<file path="src/rtl/mycpu_pkg.sv">
// Shared MyCPU controller definitions: FSM states, instruction field codes
// and datapath mux encodings.
package mycpu_pkg;

   typedef enum logic [3:0] {
      S_FETCH,
      S_DECODE,
      S_MEMADR,
      S_MEMRD,
      S_MEMWB,
      S_MEMWR,
      S_EXECUTER,
      S_EXECUTEI,
      S_ALUWB,
      S_BRANCH
   } state_t;

   localparam logic [1:0] OP_DP  = 2'b00;
   localparam logic [1:0] OP_MEM = 2'b01;
   localparam logic [1:0] OP_BR  = 2'b10;

   localparam logic [3:0] CMD_ADD = 4'b0100;
   localparam logic [3:0] CMD_SUB = 4'b0010;
   localparam logic [3:0] CMD_AND = 4'b0000;
   localparam logic [3:0] CMD_ORR = 4'b1100;
   localparam logic [3:0] CMD_CMP = 4'b1010;

   localparam logic [1:0] ALU_ADD = 2'b00;
   localparam logic [1:0] ALU_SUB = 2'b01;
   localparam logic [1:0] ALU_AND = 2'b10;
   localparam logic [1:0] ALU_ORR = 2'b11;

   localparam logic [1:0] SRCB_REG  = 2'b00;
   localparam logic [1:0] SRCB_IMM  = 2'b01;
   localparam logic [1:0] SRCB_FOUR = 2'b10;

   localparam logic [1:0] RES_ALUOUT = 2'b00;
   localparam logic [1:0] RES_DATA   = 2'b01;
   localparam logic [1:0] RES_ALU    = 2'b10;

endpackage

</file>
<file path="src/rtl/alu_decoder.sv">
// ALU operation and flag-write decode for data-processing instructions.
// Only the cmd and S fields are needed here, so the I bit is not passed in.
module alu_decoder
   import mycpu_pkg::*;
(
   input  logic [4:0] funct,
   input  logic       active,
   output logic [1:0] alu_control,
   output logic [1:0] flag_w,
   output logic       is_cmp
);

   logic [3:0] cmd;
   logic       s_bit;
   logic       known;
   logic       arith;

   assign cmd   = funct[4:1];
   assign s_bit = funct[0];

   always_comb begin
      alu_control = ALU_ADD;
      known       = 1'b1;
      arith       = 1'b0;
      flag_w      = '0;
      is_cmp      = 1'b0;
      case (cmd)
         CMD_ADD: arith = 1'b1;
         CMD_SUB,
         CMD_CMP: begin
            alu_control = ALU_SUB;
            arith       = 1'b1;
         end
         CMD_AND: alu_control = ALU_AND;
         CMD_ORR: alu_control = ALU_ORR;
         default: known = 1'b0;
      endcase
      // Outside the execute states the ALU just adds (PC+4, address calc).
      if (active) begin
         flag_w = {s_bit & known, s_bit & arith};
         is_cmp = (cmd == CMD_CMP);
      end else begin
         alu_control = ALU_ADD;
      end
   end

endmodule

</file>
<file path="src/rtl/multicycle_ctrl.sv">
// Multicycle main controller: Moore FSM sequencing fetch/decode/execute/memory/
// writeback and issuing unconditioned write requests plus datapath selects.
module multicycle_ctrl
   import mycpu_pkg::*;
#(
   parameter int unsigned ST_W = 4
) (
   input  logic       clk,
   input  logic       reset,
   input  logic [1:0] op,
   input  logic [5:0] funct,
   input  logic [3:0] rd,
   output logic       pcs,
   output logic       reg_w,
   output logic       mem_w,
   output logic [1:0] flag_w,
   output logic       no_write,
   output logic       next_pc,
   output logic       ir_write,
   output logic       adr_src,
   output logic       alu_src_a,
   output logic [1:0] alu_src_b,
   output logic [1:0] result_src,
   output logic [1:0] alu_control,
   output logic [1:0] imm_src,
   output logic [1:0] reg_src
);

   localparam int unsigned SB = $bits(state_t);

   logic [ST_W-1:0] state_q;
   state_t          state;
   state_t          state_d;
   logic            no_write_q;
   logic            no_write_d;
   logic            alu_active;
   logic            is_cmp;
   logic [1:0]      dec_alu;
   logic [1:0]      dec_flag;

   assign state      = state_t'(state_q[SB-1:0]);
   assign alu_active = (state == S_EXECUTER) || (state == S_EXECUTEI);

   alu_decoder u_alu_decoder (
      .funct       (funct[4:0]),
      .active      (alu_active),
      .alu_control (dec_alu),
      .flag_w      (dec_flag),
      .is_cmp      (is_cmp)
   );

   always_ff @(posedge clk or posedge reset) begin
      if (reset) begin
         state_q    <= ST_W'(S_FETCH);
         no_write_q <= 1'b0;
      end else begin
         state_q    <= ST_W'(state_d);
         no_write_q <= no_write_d;
      end
   end

   always_comb begin
      state_d    = S_FETCH;
      no_write_d = no_write_q;
      case (state)
         S_FETCH: begin
            state_d    = S_DECODE;
            no_write_d = 1'b0;
         end
         S_DECODE: begin
            case (op)
               OP_MEM:  state_d = S_MEMADR;
               OP_DP:   state_d = funct[5] ? S_EXECUTEI : S_EXECUTER;
               OP_BR:   state_d = S_BRANCH;
               default: state_d = S_FETCH;
            endcase
         end
         S_MEMADR: state_d = funct[0] ? S_MEMRD : S_MEMWR;
         S_MEMRD:  state_d = S_MEMWB;
         S_EXECUTER,
         S_EXECUTEI: begin
            state_d    = S_ALUWB;
            no_write_d = is_cmp;
         end
         default: state_d = S_FETCH;
      endcase
   end

   always_comb begin
      pcs        = 1'b0;
      reg_w      = 1'b0;
      mem_w      = 1'b0;
      no_write   = 1'b0;
      next_pc    = 1'b0;
      ir_write   = 1'b0;
      adr_src    = 1'b0;
      alu_src_a  = 1'b0;
      alu_src_b  = SRCB_REG;
      result_src = RES_ALUOUT;
      alu_control = dec_alu;
      flag_w      = dec_flag;
      case (state)
         S_FETCH: begin
            ir_write   = 1'b1;
            next_pc    = 1'b1;
            alu_src_a  = 1'b1;
            alu_src_b  = SRCB_FOUR;
            result_src = RES_ALU;
         end
         S_DECODE: begin
            alu_src_a  = 1'b1;
            alu_src_b  = SRCB_FOUR;
            result_src = RES_ALU;
         end
         S_MEMADR:   alu_src_b = SRCB_IMM;
         S_MEMRD:    adr_src   = 1'b1;
         S_MEMWB: begin
            result_src = RES_DATA;
            reg_w      = 1'b1;
            pcs        = (rd == 4'hF);
         end
         S_MEMWR: begin
            adr_src = 1'b1;
            mem_w   = 1'b1;
         end
         S_EXECUTEI: alu_src_b = SRCB_IMM;
         S_ALUWB: begin
            no_write = no_write_q;
            reg_w    = ~no_write_q;
            pcs      = ~no_write_q & (rd == 4'hF);
         end
         S_BRANCH: begin
            alu_src_b  = SRCB_IMM;
            result_src = RES_ALU;
            pcs        = 1'b1;
         end
         default: ;
      endcase
      // Async reset must kill every enable at once; selects already show FETCH.
      if (reset) begin
         pcs      = 1'b0;
         reg_w    = 1'b0;
         mem_w    = 1'b0;
         flag_w   = '0;
         no_write = 1'b0;
         next_pc  = 1'b0;
         ir_write = 1'b0;
      end
   end

   assign imm_src = op;
   assign reg_src = {(op == OP_MEM) & ~funct[0], (op == OP_BR)};

endmodule

</file>
<file path="config.mk">
export PLATFORM = sky130hd
export DESIGN_NAME = multicycle_ctrl
export DESIGN_NICKNAME = d
export VERILOG_FILES = /design/src/rtl/mycpu_pkg.sv /design/src/rtl/alu_decoder.sv /design/src/rtl/multicycle_ctrl.sv
export SDC_FILE = /design/constraint.sdc
export NUM_CORES = 1
export LEC_CHECK = 0
export ABC_AREA = 1
export CORE_AREA = 2 2 39 41
export CTS_BUF_LIST = sky130_fd_sc_hd__clkbuf_8
export CTS_CLUSTER_DIAMETER = 80
export CTS_CLUSTER_SIZE = 20
export DETAILED_ROUTE_END_ITERATION = 10
export DIE_AREA = 0 0 41 43
export PLACE_DENSITY = 0.92
export SYNTH_ARGS = -nofsm -noshare
export SYNTH_HDL_FRONTEND = slang
export SYNTH_SLANG_ARGS = --single-unit
</file>
<file path="constraint.sdc">
create_clock -name clk -period 3.3 [get_ports clk]
set_input_delay 0.99 -clock clk [delete_from_list [all_inputs] [get_ports clk]]
set_output_delay 0.99 -clock clk [all_outputs]
set_load 0.05 [all_outputs]
</file>
==> results.toml <==
[timing]
max_slew.worst_pin.slew_ps = 501.6
fmax_mhz = 308.6
timing.hold.ws_ps = 559.1
fin_setup_tns_ps = 0
post-route-min-period_ps = 3241
hold_violations = 0
drv_slew = 0
relSlewSlack = 0.6646
finalWorstSetupSlack_ps = 59.15
rsz0062_at_grt = "false"
finClkSkew_ps = 2.893
setup-violations-final = 0
finalCritPeriodShare = 0.9821

[cts]
cts_buffer_depth = 2
cts_made_buffers = 3
clock-sinks = 5
htreeDepth = 1
path_clk_slew_ps = 30
cts_tree = "yes"
root_buffer = "clkbuf_8"
post_cts_buffers = 0
clock_latency_ps = 220
hold_buffers = 0
cts_resized = 0

[yosys]
ys_types = 19
synthAdderAreaFrac = 0
synth_compound_area_frac = 0.1366
synth_simple_gate_area_frac = 0.4356
synth_nets = 95
synth_top_family_by_area = "simple AND/OR/NAND/NOR gates"
netlist_area_um2 = 485.5
synthMuxAreaShare = 0
synthCells = 81
synth-seq-area-share = 0.2577
ys_ff_latch = 5
yosysWarnings = 0
syn_area_per_cell_um2 = 5.993
yosys.area_share.xor_xnor = 0

[job]
maxCapViolCount = 0

[finish]
fin_nets = 130
syn_to_final_growth_pct = 105.7
nFillCells = 114
drive_above_1_share = 0.2348
final_cell_mix = "20 x nand2_1, 19 x clkdlybuf4s50_1, 16 x inv_1"
multi_input_area_um2 = 277.8
ff_latch_area_um2 = 125.1
layout_commonest_cell = "nand2_1"
diodes = 0
fin_cells = 131

[critical_path]
cp-start-kind = "input pin"
cp_max_fo = 3
ff2ff_setup_slack_ps = 2130
criticalPathCategory = "input pin to output pin"
r2r_end = "state[2]"
worstPathRequired_ps = 2310
reg2reg_depth = 5
regToRegStartpoint = "state[2]"
end_kind = "output pin"
crit_arrival_ps = 2250

[die]
core-area_um2 = 1384
io_pins = 34
die_x_um = 41
die_y_um = 43
start_util = 0.3508
die_area_um2 = 1763
rows = 14

[worst_hold_path]
hold_path_class = "flop to flop"
min_delay_path_depth = 1
hold_start = "state[0]"
whs_endpoint = "state[0]"

[detailed_routing]
drt-total-wl_um = 1472
vias = 649
drt_iter0_markers = 13
vias_per_cell = 4.954
wl_per_cell_um = 11.24
drtPass1Iterations = 5
drc = 0
ant_nets = 0

[place]
gp_congestion = 0.7714
placed_cells_incl_taps = 127
io_buffers = 33
post-place-ws_ps = 82.64
hpwl_um = 1234

[grt]
grt.total_usage = 0.1962
grt_max_degree = 8
antenna_found_initial = 0
grt_pass1_wl_um = 2318
first_global_vias = 617
gr-total-overflow = 0

[power]
peakVddDrop_v = 0.0004893
power.density_nw_per_um2 = 856.0
static-leakage-power_nw = 0.4774

[status]
status = "complete, no violations"
==> where the power goes <==
| group | switching (W) | total (W) | internal, W |
|---|---|---|---|
| registers | 0.0000308 | 0.000113 | 0.0000826 |
| logic | 0.000410 | 0.000631 | 0.000221 |
| clock network | 0.0000303 | 0.000110 | 0.0000797 |
==> worst max path at each step <==
stage / cells after the start / slack, ps / end / start
after floorplan: 3 / 6 / alu_control[1] / funct[2]
after detailed placement: 5 / 80 / alu_control[1] / funct[2]
after global placement: 5 / 130 / alu_control[1] / funct[2]
after global routing: 5 / 20 / alu_control[1] / funct[2]
after CTS: 5 / 90 / alu_control[1] / funct[2]
final: 5 / 60 / alu_control[1] / funct[2]
==> flip-flops by register name, summed over array words and instances (netlist names) <==
name,cells
state,4
no_write_q,1
==> cells in the mapped netlist (all sizes together) <==
cell,instances,area [um2]
o22ai,1,6.260
o21ai,6,33.78
a21oi,3,18.77
nor2,13,58.80
inv,16,60.05
nor3,4,30.03
nand4,1,6.260
nand2,21,81.33
dfrtp,5,125.1
nand3,7,35.03
buf,3,22.52
o211ai,1,7.510
==> cells by family after synthesis <==
family	count (synthesis)
compound gates	11
buf+inv	19
flops	5
simple gates	46
==> stage by stage <==
| step | power (W) | utilization | instance area [um2] |
|---|---|---|---|
| floorplan | 0.0005239 | - | 485.5 |
| global placement | 0.0007308 | 0.6890 | 953.4 |
| detailed placement | 0.0007445 | 0.6890 | 953.4 |
| CTS | 0.0008598 | 0.7215 | 998.5 |
| global route | 0.0009060 | 0.7215 | 998.5 |
| finish | 0.0008547 | 0.7215 | 998.5 |
==> critical path, stage by stage <==
cell and delay, ps:
clkdlybuf4s50_1 440, nor2_1 190, nand2_1 100, nor3_1 340
buf_12 190
==> area by class of cell <==
type                            count  share of cell area
Clock inverter                      1            0.003759
Inverter                           16             0.06015
Multi-Input combinational cell     57              0.2782
Clock buffer                        3             0.04135
Sequential cell                     5              0.1253
Timing Repair Buffer               33              0.4712
Tap cell                           16             0.02005
==> routing by layer <==
layer	wire length (um)	global-route usage	vias to the layer above	part of all wire
li1	-	-	323	-
met1	519	0.1908	282	0.35
met2	752	0.3094	38	0.51
met3	164	0.09424	6	0.11
met4	36	0.1267	0	0.024
met5	0	0	-	0
Power figures use the tool's default switching activity.
